<file path="config.mk">
export PLATFORM = sky130hd
export DESIGN_NAME = mem_arb
export DESIGN_NICKNAME = d
export VERILOG_FILES = /design/src/rtl/mem_arb_pkg.sv /design/src/rtl/mem_arb.sv
export SDC_FILE = /design/constraint.sdc
export NUM_CORES = 1
export LEC_CHECK = 0
export ABC_AREA = 1
export CAP_MARGIN = 20
export CORE_MARGIN = 2
export CORE_UTILIZATION = 39
export DETAILED_ROUTE_END_ITERATION = 8
export PLACE_DENSITY_LB_ADDON = 0.12
export RECOVER_POWER = 100
export SETUP_SLACK_MARGIN = 0.4
export SLEW_MARGIN = 20
export SYNTH_ARGS = -nofsm -noshare
export SYNTH_HDL_FRONTEND = slang
export SYNTH_SLANG_ARGS = --single-unit
</file>
<file path="constraint.sdc">
create_clock -name clk -period 3.6 [get_ports clk]
set_input_delay 1.08 -clock clk [delete_from_list [all_inputs] [get_ports clk]]
set_output_delay 1.08 -clock clk [all_outputs]
set_load 0.02 [all_outputs]
</file>
<file path="src/rtl/mem_arb_pkg.sv">
// Shared definitions for the two-requester memory arbiter: FSM state codes,
// winner encoding and default bus widths.
package mem_arb_pkg;

  localparam int AW_DEF = 16;
  localparam int DW_DEF = 16;

  typedef logic [1:0] state_t;
  localparam state_t IDLE   = 2'd0;
  localparam state_t ACCESS = 2'd1;
  localparam state_t RESP   = 2'd2;

  typedef logic win_t;
  localparam win_t WIN_I = 1'b0;
  localparam win_t WIN_D = 1'b1;

endpackage

</file>
<file path="src/rtl/mem_arb.sv">
// Fixed-priority (data over fetch) arbiter sharing one combinational-read RAM.
// Define MEM_ARB_WR_EN to enable data-side writes; otherwise every access is a read.
module mem_arb
  import mem_arb_pkg::*;
#(
  parameter int AW = AW_DEF,
  parameter int DW = DW_DEF
) (
  input  logic          clk,
  input  logic          rst_n,
  input  logic          i_req,
  input  logic [AW-1:0] i_addr,
  output logic          i_ack,
  input  logic          d_req,
  input  logic          d_we,
  input  logic [AW-1:0] d_addr,
  input  logic [DW-1:0] d_wdata,
  output logic          d_ack,
  output logic [DW-1:0] rdata,
  output logic [AW-1:0] ram_addr,
  output logic          ram_we,
  output logic [DW-1:0] ram_din,
  input  logic [DW-1:0] ram_dout
);

  state_t        state_q, state_d;
  win_t          win_q, grant_win;
  logic          grant;
  logic [AW-1:0] addr_q;
  logic [DW-1:0] rdata_q;
  logic          we_q;

  // In RESP the just-acked requester is masked so the other side gets the next slot.
  // NOTE: every always_comb output gets a default first so no path can infer a latch.
  always_comb begin
    grant     = 1'b0;
    grant_win = WIN_I;
    state_d   = IDLE;
    case (state_q)
      IDLE: begin
        if (d_req) begin
          grant     = 1'b1;
          grant_win = WIN_D;
        end else if (i_req) begin
          grant     = 1'b1;
          grant_win = WIN_I;
        end
        state_d = grant ? ACCESS : IDLE;
      end
      ACCESS: state_d = RESP;
      RESP: begin
        if (win_q == WIN_I && d_req) begin
          grant     = 1'b1;
          grant_win = WIN_D;
        end else if (win_q == WIN_D && i_req) begin
          grant     = 1'b1;
          grant_win = WIN_I;
        end
        state_d = grant ? ACCESS : IDLE;
      end
      default: state_d = IDLE;
    endcase
  end

  // NOTE: sequential state uses non-blocking assignments so all registers update together.
  always_ff @(posedge clk or negedge rst_n) begin
    if (!rst_n) begin
      state_q <= IDLE;
      win_q   <= WIN_I;
      addr_q  <= '0;
      rdata_q <= '0;
    end else begin
      state_q <= state_d;
      if (grant) begin
        win_q  <= grant_win;
        addr_q <= (grant_win == WIN_D) ? d_addr : i_addr;
      end
      if (state_q == ACCESS && !we_q) rdata_q <= ram_dout;
    end
  end

`ifdef MEM_ARB_WR_EN
  logic [DW-1:0] wdata_q;

  always_ff @(posedge clk or negedge rst_n) begin
    if (!rst_n) begin
      we_q    <= 1'b0;
      wdata_q <= '0;
    end else if (grant) begin
      we_q    <= (grant_win == WIN_D) && d_we;
      wdata_q <= (grant_win == WIN_D) ? d_wdata : '0;
    end
  end

  assign ram_din = wdata_q;
`else
  logic unused_wr;

  assign we_q      = 1'b0;
  assign ram_din   = '0;
  assign unused_wr = ^{d_we, d_wdata};
`endif

  assign ram_addr = addr_q;
  assign ram_we   = (state_q == ACCESS) && we_q;
  assign rdata    = rdata_q;
  assign i_ack    = (state_q == RESP) && (win_q == WIN_I);
  assign d_ack    = (state_q == RESP) && (win_q == WIN_D);

endmodule

</file>
Word-level counts from Yosys, hierarchy flattened
Cells that the tools add are included.

Bits in registers: 35. Bits of input ports: 69. Word-level logic and storage cells: 26. Output and inout port bits: 51.

Muxes and demuxes: 14. Bitwise logic cells: 1. Reductions and logical operators: 5. Eq/ne operators: 2.

Operators with widths (number): $mux 16 (1); $mux 1 (10); $pmux 2 s3 (1); $logic_and 1x1->1 (4); $pmux 1 s2 (2); $eq 2x1->1 const B (1); $eq 2x2->1 const B (1); $logic_not 2->1 (1); $not 1->1 (1).

Depth between registers and ports, before layout
Depth after elaboration: 6. Gate-level depth with buffers: 9. Depth with buffers taken out: 7.

Worst setup path before layout
Ideal clock, no wire load.

Path kind: flip-flop to output port. Start: register state_q[1]. End: output d_ack. Required time: 2.520 ns. Cell stages (with the launch flop): 5. Slack: 1.551 ns. Arrival time: 0.969 ns. Path buffers: 0. Cell sequence: dfrtp_1 -> inv_2 -> nor2_1 -> inv_1 -> nor2_1.

Cells in the longest elaborated chain, start to end: 2.

RTL lines: from (decl) (line mem_arb.sv:26) `state_t state_q, state_d;`; from (signal assigned) (line mem_arb.sv:73) `state_q <= state_d;`; $eq 2x2->1 (line mem_arb.sv:108) `assign d_ack = (state_q == RESP) && (win_q == WIN_D);`; $logic_and 1x1->1 (line mem_arb.sv:108); to (decl) (line mem_arb.sv:18) `output logic d_ack,`.

No other way between the ends.

Final worst setup path
Start: register state_q[1]. End: output i_ack.

Cells in the longest elaborated chain, start to end: 2.

RTL lines: $eq 2x2->1 (line mem_arb.sv:107) `assign i_ack = (state_q == RESP) && (win_q == WIN_I);`; $logic_and 1x1->1 (line mem_arb.sv:107); to (decl) (line mem_arb.sv:13) `output logic i_ack,`.

No other way between the ends.

==> results.md <==
- Status: finished, violations left
- Failing checks: capacitance limit, slew limit
- Final WL: 4430 µm
- Seq/Total Area, Yosys: 0.484
- Vias per inst: 4.61
- Clock transition at the registers of the reported paths: 0.07 ns
- Number of buffer and inverter instances along the worst setup path: 3
- Clk buf depth: 2
- R2R Setup Slk: 1.39 ns
- Width of the die: 72.1 µm
- Hold_sp: rdata[11]$_DFFE_PN0N_
- Crit. End Element: output pin
- Final Hold Fails: 0
- DR vias: 1661
- Largest net degree at the start of global routing: 36
- Final Max Tran Viols: 36
- Global-route wire length before repair: 7390 µm
- CP max FO: 3
- Fraction of layout cells with a size suffix above 1: 0.0422
- Fin crit share: 0.794
- Initial Utilization: 0.410
- Setup TNS Final: 0 ns
- Min Tclk post-route: 2.86 ns
- Post-synthesis cell area: 1810 µm²
- Core area: 4410 µm²
- Static leakage: 1.37 nW
- Delay of the slowest critical-path stage: 0.70 ns
- Fillcell total: 406
- # Post-CTS Setup Buffers: 0
- DR iter-0 viols: 51
- DRC viols: 0
- # rows: 24
- Critical path class: reg -> out
- Number of CTS-inserted buffers: 5
- Clock latency on the worst-skew pair: 0.28 ns
- CTS tree: done
- R2r endpoint: rdata[3]$_DFFE_PN0N_
- Antenna Cells: 0
- Flops & latches, synth: 35
- Placed instance area: 2580 µm²
- Post-CTS sizing: 0
- Worst Path Arrival: 1.78 ns
- Synthesized instance count: 227
- Final Wtd Congestion: 0.715
- Fin cells: 360
- HP Class: reg -> reg
- Crit path required time: 2.52 ns
- Post-CTS Hold Buffers: 0
- Fin nets: 377
- Initial antenna violation count: 0
- R2R cell count: 5
- Top cell type's share of synthesized area: 0.484
- CP delay by family, top: buffers and inverters
- Die H: 72.1 µm
- Worst Skew: 0.00321 ns
- Area growth, synth to finish: 47.2%
- DP Cell Count: 353
- GRT overflow: 0
- RSZ-0062 raised after global routing: false
- Post-DP HPWL: 3100 µm
- Peak supply drop: 0.000478 V
- Slew Limit Headroom: -0.214
- Startpoint Class: flip-flop
- Top Ports: 120
- Total die area: 5200 µm²
- Gr usage total: 0.181
- Mean post-synth cell area: 7.97 µm²
- P per Cell Area: 808 nW/µm²
- H-tree depth: 2
- Hold path cells: 2
- Endpoint, Worst Hold: rdata[11]$_DFFE_PN0N_
- Yosys warning total: 0
- Reg2reg start: state_q[0]$_DFF_PN0_
- Drt pass-1 iters: 4
- Final setup violation count: 0
- Synth area leader: dfrtp_1
- Critical path, cell by cell: inv_2 -> nor2_1 -> inv_1 -> nor2_1 -> dlygate4sd3_1
- Vias in the first global route: 1624
- Root buffer cell: clkbuf_8
- IO Port Bufs: 85
- Post-DR wirelength/cell: 12.3 µm
- Final ANT Viol Nets: 0
- Yosys cell types: 16
- Final instance area: 2660 µm²
- Number of max-cap violations: 1
- Fmax: 350 MHz
- Worst-Margin Slew: 1.82 ns
- Critical path's slowest cell: dlygate4sd3_1
- TritonCTS Sinks: 35
- Leading post-synthesis cells by cell area: dfrtp_1 (48%), nand2_1 (20%), nand3_1 (14%), buf_4 (7.9%), buf_6 (1.9%)
- Crit-path most repeated cell: nor2_1
## report_power, final
part           switching (mW)  leakage (nW)  internal (mW)  total, mW
clock network           0.136        0.0470          0.150      0.286
registers               0.113         0.431          0.588      0.702
logic                   0.710         0.895          0.455       1.16
## cells by family (layout without fill, tap and decap cells)
kind of cell / count (synthesis) / count (layout) / share of synthesized area
compound gates: 2 / 2 / 0.0207
other cells: 1 / 17 / 0.00207
flops: 35 / 35 / 0.484
simple gates: 155 / 155 / 0.367
buf+inv: 34 / 99 / 0.126
## flip-flops by register name, indices dropped and copies added, names as in the netlist
name,cells
rdata,16
state_q,2
ram_addr,16
win_q,1
## worst max path at each step
stage	slack, ns	to	from	depth (start not counted)
floorplan	1.55	d_ack	state_q[1]$_DFF_PN0_	4
global placement	0.93	ram_addr[13]$_DFFE_PN0P_	d_req	6
detailed placement	0.95	ram_addr[13]$_DFFE_PN0P_	d_req	6
CTS	0.76	d_ack	state_q[1]$_DFF_PN0_	5
global route	0.59	ram_addr[15]$_DFFE_PN0P_	d_req	6
finish	0.74	i_ack	state_q[1]$_DFF_PN0_	5
## per-layer routing
layer / track usage / up-vias / share of wire
met4: 0.0377 / 0 / 0.0081
met5: 0 / - / 0
met3: 0.0653 / 6 / 0.086
met2: 0.303 / 58 / 0.49
met1: 0.225 / 748 / 0.42
li1: - / 849 / -
## cell usage in the layout (no fill, tap or decap), drive strengths merged
cell type	count
dfrtp	35
o211ai	1
a21oi	1
nand2	100
nor2	5
clkdlybuf4s50	49
inv	6
conb	17
clkinv	1
dlygate4sd3	35
nand3	50
clkbuf	8
## worst register-to-register path: stages, from the launching register on
cell and delay (ns):
dfrtp_1 0.41, inv_1 0.11, nor2_1 0.82, inv_1 0.52, nand2_1 0.17, nand2_1 0.06
## area by class of cell
| cell class | count | area [µm²] | area share |
|---|---|---|---|
| Clock buffer | 6 | 82.6 | 0.0310 |
| Clock inverter | 1 | 5.00 | 0.00188 |
| Inverter | 6 | 22.5 | 0.00846 |
| Multi-Input combinational cell | 174 | 763 | 0.287 |
| Sequential cell | 35 | 876 | 0.329 |
| Tap cell | 52 | 65.1 | 0.0244 |
| Timing Repair Buffer | 86 | 848 | 0.319 |
## synth_stat cells (all sizes together)
| cell | count |
|---|---|
| nand2 | 100 |
| nand3 | 50 |
| dfrtp | 35 |
| buf | 27 |
| inv | 6 |
| nor2 | 5 |
| a21oi | 1 |
| clkbuf | 1 |
| conb | 1 |
| o211ai | 1 |
## per-stage QoR
| step | power (mW) | hold WS, ns | util | setup slack (ns) |
|---|---|---|---|---|
| after floorplan | 1.48 | 0.578 | - | 1.55 |
| after global placement | 1.95 | 0.453 | 0.585 | 0.932 |
| after detailed placement | 1.97 | 0.458 | 0.585 | 0.953 |
| after CTS | 2.27 | 0.475 | 0.605 | 0.759 |
| after global routing | 2.35 | 0.498 | 0.603 | 0.589 |
| final | 2.15 | 0.468 | 0.603 | 0.743 |
Power figures use the tool's default switching activity.
